===== src/rtl/port_dev_pkg.sv =====
// rtl/port_dev_pkg.sv - shared widths, status bit positions and command bits for port_fifo_dev
package port_dev_pkg;

  localparam int WORD_W    = 16;
  localparam int CNT_W     = 4;
  localparam int DEPTH_MIN = 2;
  localparam int DEPTH_MAX = 8;

  localparam int ST_RX_EMPTY = 8;
  localparam int ST_TX_FULL  = 9;
  localparam int ST_TX_OVF   = 10;
  localparam int ST_RX_UDF   = 11;
  localparam int ST_IRQ      = 12;

  localparam int CMD_CLR   = 0;
  localparam int CMD_FLUSH = 1;

  typedef logic [WORD_W-1:0] word_t;
  typedef logic [CNT_W-1:0]  cnt_t;

endpackage


===== src/rtl/port_fifo_dev_if.sv =====
// rtl/port_fifo_dev_if.sv - CPU port and device stream signals of one port_fifo_dev
// irq exists only when PORT_FIFO_IRQ_EN is defined.
interface port_fifo_dev_if;
  import port_dev_pkg::*;

  word_t cpu_data_in;
  word_t cpu_ctrl_in;
  logic  inform_write;
  logic  inform_read;
  word_t cpu_data_out;
  word_t cpu_status_out;
  logic  tx_valid;
  word_t tx_data;
  logic  tx_ready;
  logic  rx_valid;
  word_t rx_data;
  logic  rx_ready;
`ifdef PORT_FIFO_IRQ_EN
  logic  irq;
`endif

  modport slave (
    input  cpu_data_in, cpu_ctrl_in, inform_write, inform_read,
    input  tx_ready, rx_valid, rx_data,
    output cpu_data_out, cpu_status_out, tx_valid, tx_data, rx_ready
`ifdef PORT_FIFO_IRQ_EN
    , output irq
`endif
  );

  modport master (
    output cpu_data_in, cpu_ctrl_in, inform_write, inform_read,
    output tx_ready, rx_valid, rx_data,
    input  cpu_data_out, cpu_status_out, tx_valid, tx_data, rx_ready
`ifdef PORT_FIFO_IRQ_EN
    , input irq
`endif
  );

endinterface


===== src/rtl/port_fifo.sv =====
// rtl/port_fifo.sv - synchronous FIFO with push/pop/flush and combinational head read
// A push on a full FIFO is accepted only when a pop frees the slot in the same cycle.
module port_fifo
  import port_dev_pkg::*;
#(
  parameter int DEPTH = 8
) (
  input  logic  clk,
  input  logic  rst_n,
  input  logic  push,
  input  word_t push_data,
  input  logic  pop,
  input  logic  flush,
  output word_t head,
  output cnt_t  count,
  output logic  full,
  output logic  empty
);

  localparam int PTR_W = (DEPTH > 1) ? $clog2(DEPTH) : 1;

  logic [PTR_W-1:0] wr_ptr;
  logic [PTR_W-1:0] rd_ptr;
  word_t            mem [DEPTH];
  logic             do_push;
  logic             do_pop;

  assign full    = (count == CNT_W'(DEPTH));
  assign empty   = (count == '0);
  assign do_pop  = pop & ~empty & ~flush;
  assign do_push = push & (~full | do_pop) & ~flush;
  assign head    = empty ? '0 : mem[rd_ptr];

  always_ff @(posedge clk or negedge rst_n) begin
    if (!rst_n) begin
      wr_ptr <= '0;
      rd_ptr <= '0;
      count  <= '0;
    end else if (flush) begin
      wr_ptr <= '0;
      rd_ptr <= '0;
      count  <= '0;
    end else begin
      if (do_push) wr_ptr <= wr_ptr + PTR_W'(1);
      if (do_pop)  rd_ptr <= rd_ptr + PTR_W'(1);
      count <= count + CNT_W'(do_push) - CNT_W'(do_pop);
    end
  end

  always_ff @(posedge clk) begin
    if (do_push) mem[wr_ptr] <= push_data;
  end

endmodule


===== src/rtl/port_fifo_dev.sv =====
// rtl/port_fifo_dev.sv - CPU I/O port responder with TX/RX FIFOs and a status word
// Optional feature macro: PORT_FIFO_IRQ_EN adds the irq output mirrored on status bit 12.
module port_fifo_dev
  import port_dev_pkg::*;
#(
  parameter int DEPTH = 8
) (
  input logic             clk,
  input logic             rst_n,
  port_fifo_dev_if.slave  bus
);

  word_t tx_head, rx_head;
  cnt_t  tx_count, rx_count;
  logic  tx_full, tx_empty, rx_full, rx_empty;
  logic  wr_flush, wr_clr, tx_push, tx_pop, rx_push, rx_pop;
  logic  ovf_evt, udf_evt;
  logic  tx_ovf, rx_udf, irq_q;

  assign wr_flush = bus.inform_write & bus.cpu_ctrl_in[CMD_FLUSH];
  assign wr_clr   = bus.inform_write & ~bus.cpu_ctrl_in[CMD_FLUSH] & bus.cpu_ctrl_in[CMD_CLR];
  assign tx_push  = bus.inform_write & ~bus.cpu_ctrl_in[CMD_FLUSH];
  assign tx_pop   = ~tx_empty & bus.tx_ready;
  assign rx_push  = bus.rx_valid & ~rx_full;
  assign rx_pop   = bus.inform_read;
  assign ovf_evt  = tx_push & tx_full & ~tx_pop;
  assign udf_evt  = bus.inform_read & rx_empty;

  port_fifo #(.DEPTH(DEPTH)) u_tx_fifo (
    .clk(clk), .rst_n(rst_n),
    .push(tx_push), .push_data(bus.cpu_data_in), .pop(tx_pop), .flush(wr_flush),
    .head(tx_head), .count(tx_count), .full(tx_full), .empty(tx_empty)
  );

  port_fifo #(.DEPTH(DEPTH)) u_rx_fifo (
    .clk(clk), .rst_n(rst_n),
    .push(rx_push), .push_data(bus.rx_data), .pop(rx_pop), .flush(wr_flush),
    .head(rx_head), .count(rx_count), .full(rx_full), .empty(rx_empty)
  );

  // Clear happens before the push, so an overflow in the clearing write still sticks.
  always_ff @(posedge clk or negedge rst_n) begin
    if (!rst_n) begin
      tx_ovf <= 1'b0;
      rx_udf <= 1'b0;
    end else begin
      tx_ovf <= ovf_evt | (tx_ovf & ~wr_clr);
      rx_udf <= udf_evt | (rx_udf & ~wr_clr);
    end
  end

`ifdef PORT_FIFO_IRQ_EN
  logic irq_evt;
  assign irq_evt = ~wr_flush & ((rx_empty & rx_push) | (tx_full & tx_pop & ~tx_push));

  always_ff @(posedge clk or negedge rst_n) begin
    if (!rst_n) irq_q <= 1'b0;
    else        irq_q <= irq_evt | (irq_q & ~wr_clr);
  end

  assign bus.irq = irq_q;
`else
  assign irq_q = 1'b0;
`endif

  always_comb begin
    bus.cpu_status_out              = '0;
    bus.cpu_status_out[3:0]         = rx_count;
    bus.cpu_status_out[7:4]         = tx_count;
    bus.cpu_status_out[ST_RX_EMPTY] = rx_empty;
    bus.cpu_status_out[ST_TX_FULL]  = tx_full;
    bus.cpu_status_out[ST_TX_OVF]   = tx_ovf;
    bus.cpu_status_out[ST_RX_UDF]   = rx_udf;
    bus.cpu_status_out[ST_IRQ]      = irq_q;
  end

  assign bus.cpu_data_out = rx_head;
  assign bus.tx_valid     = ~tx_empty;
  assign bus.tx_data      = tx_head;
  assign bus.rx_ready     = ~rx_full;

endmodule


===== src/flat_wrapper.sv =====
// flat-port wrapper written by rule: the top's interface ports become plain ports
module port_fifo_dev_flat import port_dev_pkg::*;
#(
  parameter int DEPTH = 8
)
  (clk, rst_n, bus_cpu_data_in, bus_cpu_ctrl_in, bus_inform_write, bus_inform_read, bus_tx_ready, bus_rx_valid, bus_rx_data, bus_cpu_data_out, bus_cpu_status_out, bus_tx_valid, bus_tx_data, bus_rx_ready);
  port_fifo_dev_if bus_i ();
  input logic clk;
  input logic rst_n;
  input wire logic [$bits(bus_i.cpu_data_in)-1:0] bus_cpu_data_in;
  input wire logic [$bits(bus_i.cpu_ctrl_in)-1:0] bus_cpu_ctrl_in;
  input wire logic [$bits(bus_i.inform_write)-1:0] bus_inform_write;
  input wire logic [$bits(bus_i.inform_read)-1:0] bus_inform_read;
  input wire logic [$bits(bus_i.tx_ready)-1:0] bus_tx_ready;
  input wire logic [$bits(bus_i.rx_valid)-1:0] bus_rx_valid;
  input wire logic [$bits(bus_i.rx_data)-1:0] bus_rx_data;
  output wire logic [$bits(bus_i.cpu_data_out)-1:0] bus_cpu_data_out;
  output wire logic [$bits(bus_i.cpu_status_out)-1:0] bus_cpu_status_out;
  output wire logic [$bits(bus_i.tx_valid)-1:0] bus_tx_valid;
  output wire logic [$bits(bus_i.tx_data)-1:0] bus_tx_data;
  output wire logic [$bits(bus_i.rx_ready)-1:0] bus_rx_ready;
  assign bus_i.cpu_data_in = bus_cpu_data_in;
  assign bus_i.cpu_ctrl_in = bus_cpu_ctrl_in;
  assign bus_i.inform_write = bus_inform_write;
  assign bus_i.inform_read = bus_inform_read;
  assign bus_i.tx_ready = bus_tx_ready;
  assign bus_i.rx_valid = bus_rx_valid;
  assign bus_i.rx_data = bus_rx_data;
  assign bus_cpu_data_out = bus_i.cpu_data_out;
  assign bus_cpu_status_out = bus_i.cpu_status_out;
  assign bus_tx_valid = bus_i.tx_valid;
  assign bus_tx_data = bus_i.tx_data;
  assign bus_rx_ready = bus_i.rx_ready;
  port_fifo_dev #(.DEPTH(DEPTH)) u_core (.clk(clk), .rst_n(rst_n), .bus(bus_i));
endmodule

===== config.mk =====
export PLATFORM = sky130hd
export DESIGN_NAME = port_fifo_dev_flat
export DESIGN_NICKNAME = d
export VERILOG_FILES = /design/src/rtl/port_dev_pkg.sv /design/src/rtl/port_fifo_dev_if.sv /design/src/rtl/port_fifo.sv /design/src/rtl/port_fifo_dev.sv /design/src/flat_wrapper.sv
export SDC_FILE = /design/constraint.sdc
export NUM_CORES = 1
export LEC_CHECK = 0
export ABC_AREA = 1
export CAP_MARGIN = 10
export CORE_MARGIN = 4
export CORE_UTILIZATION = 35
export CTS_CLUSTER_SIZE = 28
export DETAILED_ROUTE_END_ITERATION = 6
export PLACE_DENSITY = 0.61
export SYNTH_ARGS = -nofsm -noshare
export SYNTH_HDL_FRONTEND = slang
export SYNTH_SLANG_ARGS = --single-unit

===== constraint.sdc =====
create_clock -name clk -period 2.4 [get_ports clk]
set_clock_uncertainty 0.1 [all_clocks]
set_input_delay 0.48 -clock clk [delete_from_list [all_inputs] [get_ports clk]]
set_output_delay 0.48 -clock clk [all_outputs]
set_load 0.005 [all_outputs]

==> metrics <==
synthesis-stage register bit count 278; r2r startpoint u_core.u_rx_fifo.count[2]$_DFF_PN0_; root buf cell clkbuf_16; first-pass GRT wire length 47500 um; most frequent cells in the layout edfxtp_1, nor2_1, nand2_1; DR vias/cell 4.77; Total GRT Usage 15.8%; Post-Syn Area 12000 um^2; EDFF count, synth 256; Worst Setup End Kind output pin; cell area power density 1210 nW/um^2; failing checks negative setup slack; hpwl dp 15900 um; Period minus WS final 2.55 ns; Crit Path Class register to output pin; Residual DRC 0; Synth Flop Type edfxtp_1; most common cell after layout, fill and taps aside edfxtp_1; gpl congestion 0.731; n_diodes 0; max-slew violation count 0; Worst VDD drop 0.634 mV; Avg Cell Area, Syn 10.7 um^2; Core ar. 33700 um^2; asr flop ratio synth 7.91%; hold_buf cts 0; chip width 193 um; largest net degree at the start of global routing 29; clock latency on the worst-skew pair 0.54 ns; fill count 2916; First-pass DRT Iterations 5; Synth cell types 27; P&R area growth vs syn 35.2%; RSZ-0062 raised after global routing true; Syn Inst Count 1128; hold crit path type input pin to asynchronous set/reset pin; Die ar. 37400 um^2; Critical Path RT 1.82 ns; Reg2Reg Setup Slack 0.03 ns; Top Ports 104; # port buffers 85; post-layout util 48.2%; Seq/Total Area, Yosys 68.5%; initial antenna violation count 1; Yosys warning count 0; TritonCTS clock tree yes; leakage 0.00650 uW; final worst path period share 106%; Setup crit start kind register; Initial Util 35.7%; ranking of synthesized cells by area edfxtp_1, nor2_1, nand2_1, dfrtp_1, inv_1; share of cells above drive strength 1 26.5%; Reg2Reg Capture Point u_core.u_rx_fifo.count[1]$_DFF_PN0_; Die H 193 um; final WL 30800 um; Final Hold Fails 0; maxcap violations 0; drt wl/cell 17.4 um; DR vias 8473; CTS clk-pin slew, worst paths 0.07 ns; clk buf depth 3; critical path arrival 1.97 ns; CTS Buf Count 28; CP max FO 7; H-tree depth 1; vias in the first global route 8487; std cell rows 67; Final Setup Violations 32; dpl ws -0.218 ns; status complete, but fails checks; fin nets 1377; cell taking the most area after synthesis edfxtp_1; top-area cell type share of the netlist area 63.9%; Antenna Violating Nets Remaining 0; reg2reg path depth 11; initial drt markers 506; total grt overflow 0; final worst setup slack -0.154 ns; fmax 391 MHz; Sinks on Clock Net 278
## registers in the layout, indices dropped and copies added (netlist names)
name,flops
u_core.tx_ovf,1
u_core.u_rx_fifo.wr_ptr,3
u_core.u_tx_fifo.rd_ptr,3
u_core.u_tx_fifo.count,4
u_core.u_tx_fifo.wr_ptr,3
u_core.u_rx_fifo.mem,128
u_core.u_rx_fifo.count,4
u_core.u_tx_fifo.mem,128
u_core.u_rx_fifo.rd_ptr,3
u_core.rx_udf,1
## repair_timing
item / 4_1_cts / 5_1_grt
endpoints found under the setup margin: 35 / 38
gates resized for setup: 266 / 136
endpoints found under the hold margin: 0 / 0
setup buffers: 30 / 5
pin swaps: 79 / 86
cloned: 18 / 3
## kinds of logic after synthesis
kind of cell / Yosys count / share of synthesized area (%)
AND/OR/NAND/NOR: 525 / 17.6
other: 1 / 0.0312
adder cells (fa/ha/maj): 18 / 2.00
XOR/XNOR: 6 / 0.437
flip-flops: 278 / 68.5
AO/OA/AOI/OAI: 113 / 4.70
buffers and inverters: 187 / 6.73
## per-stage QoR
step / cell area, um^2 / hold slack, ns / setup TNS [ns] / power (uW) / std cells
after floorplan: 12000 / 0.0844 / -39.98 / 9820 / 1131
after global placement: 14000 / 0.393 / -0.744 / 13000 / 1669
after detailed placement: 14000 / 0.409 / -0.817 / 13100 / 1669
after CTS: 15900 / 0.194 / -4.70 / 19100 / 1768
after global routing: 16300 / 0.221 / -6.27 / 20800 / 1775
final: 16300 / 0.206 / -2.90 / 19600 / 1775
## Yosys cell counts, types with 5 or more instances
library cell,n
a21oi_1,5
buf_2,32
buf_4,16
clkbuf_1,5
dfrtp_1,22
edfxtp_1,256
ha_1,16
inv_1,124
inv_2,5
nand2_1,191
nand3_1,74
nor2_1,243
nor3_1,8
o21ai_0,80
o21ai_1,28
## where the power goes
group          internal, uW  switching (uW)  total (uW)
combinational          4420            4960        9380
sequential             5790             282        6070
clock                  2420            1780        4190
total                 12600            7020       19600
## metal layers
metal	wire (um)	GRT usage (%)	up-vias
met5	13	0	-
met4	631	3.36	2
met3	1430	2.57	47
met2	16100	29.4	219
met1	12700	19.5	4122
li1	-	-	4083
## layout make-up
| cell class | count | area (um^2) | share of cell area, % |
|---|---|---|---|
| Clock inverter | 17 | 135 | 0.831 |
| Tap cell | 448 | 561 | 3.45 |
| Sequential cell | 278 | 8240 | 50.7 |
| Multi-Input combinational cell | 666 | 3580 | 22.0 |
| Clock buffer | 35 | 748 | 4.60 |
| Inverter | 129 | 502 | 3.09 |
| Timing Repair Buffer | 202 | 2490 | 15.3 |
## worst max-delay path by stage
stage | from | to | cells past startpoint
floorplan | u_core.u_tx_fifo.count[2]$_DFF_PN0_ | u_core.u_tx_fifo.mem[2][0]$_DFFE_PP_ | 8
global placement | bus_inform_write | u_core.u_rx_fifo.count[2]$_DFF_PN0_ | 11
detailed placement | bus_cpu_ctrl_in[1] | u_core.u_tx_fifo.count[2]$_DFF_PN0_ | 11
CTS | u_core.u_rx_fifo.rd_ptr[0]$_DFFE_PN0P_ | bus_cpu_data_out[10] | 9
global route | u_core.u_rx_fifo.rd_ptr[0]$_DFFE_PN0P_ | bus_cpu_data_out[5] | 8
finish | u_core.u_tx_fifo.rd_ptr[0]$_DFFE_PN0P_ | bus_tx_data[2] | 10
## worst max-delay path, cell delays in order, from the launching register on
cell and delay (ns):
dfrtp_2 0.45, buf_12 0.15, inv_12 0.07, buf_12 0.12, buf_16 0.13, buf_6 0.10, nor2_1 0.03, nor2_1 0.10
nor2_1 0.05, nor2_1 0.10, buf_2 0.13
Power figures use the tool's default switching activity.
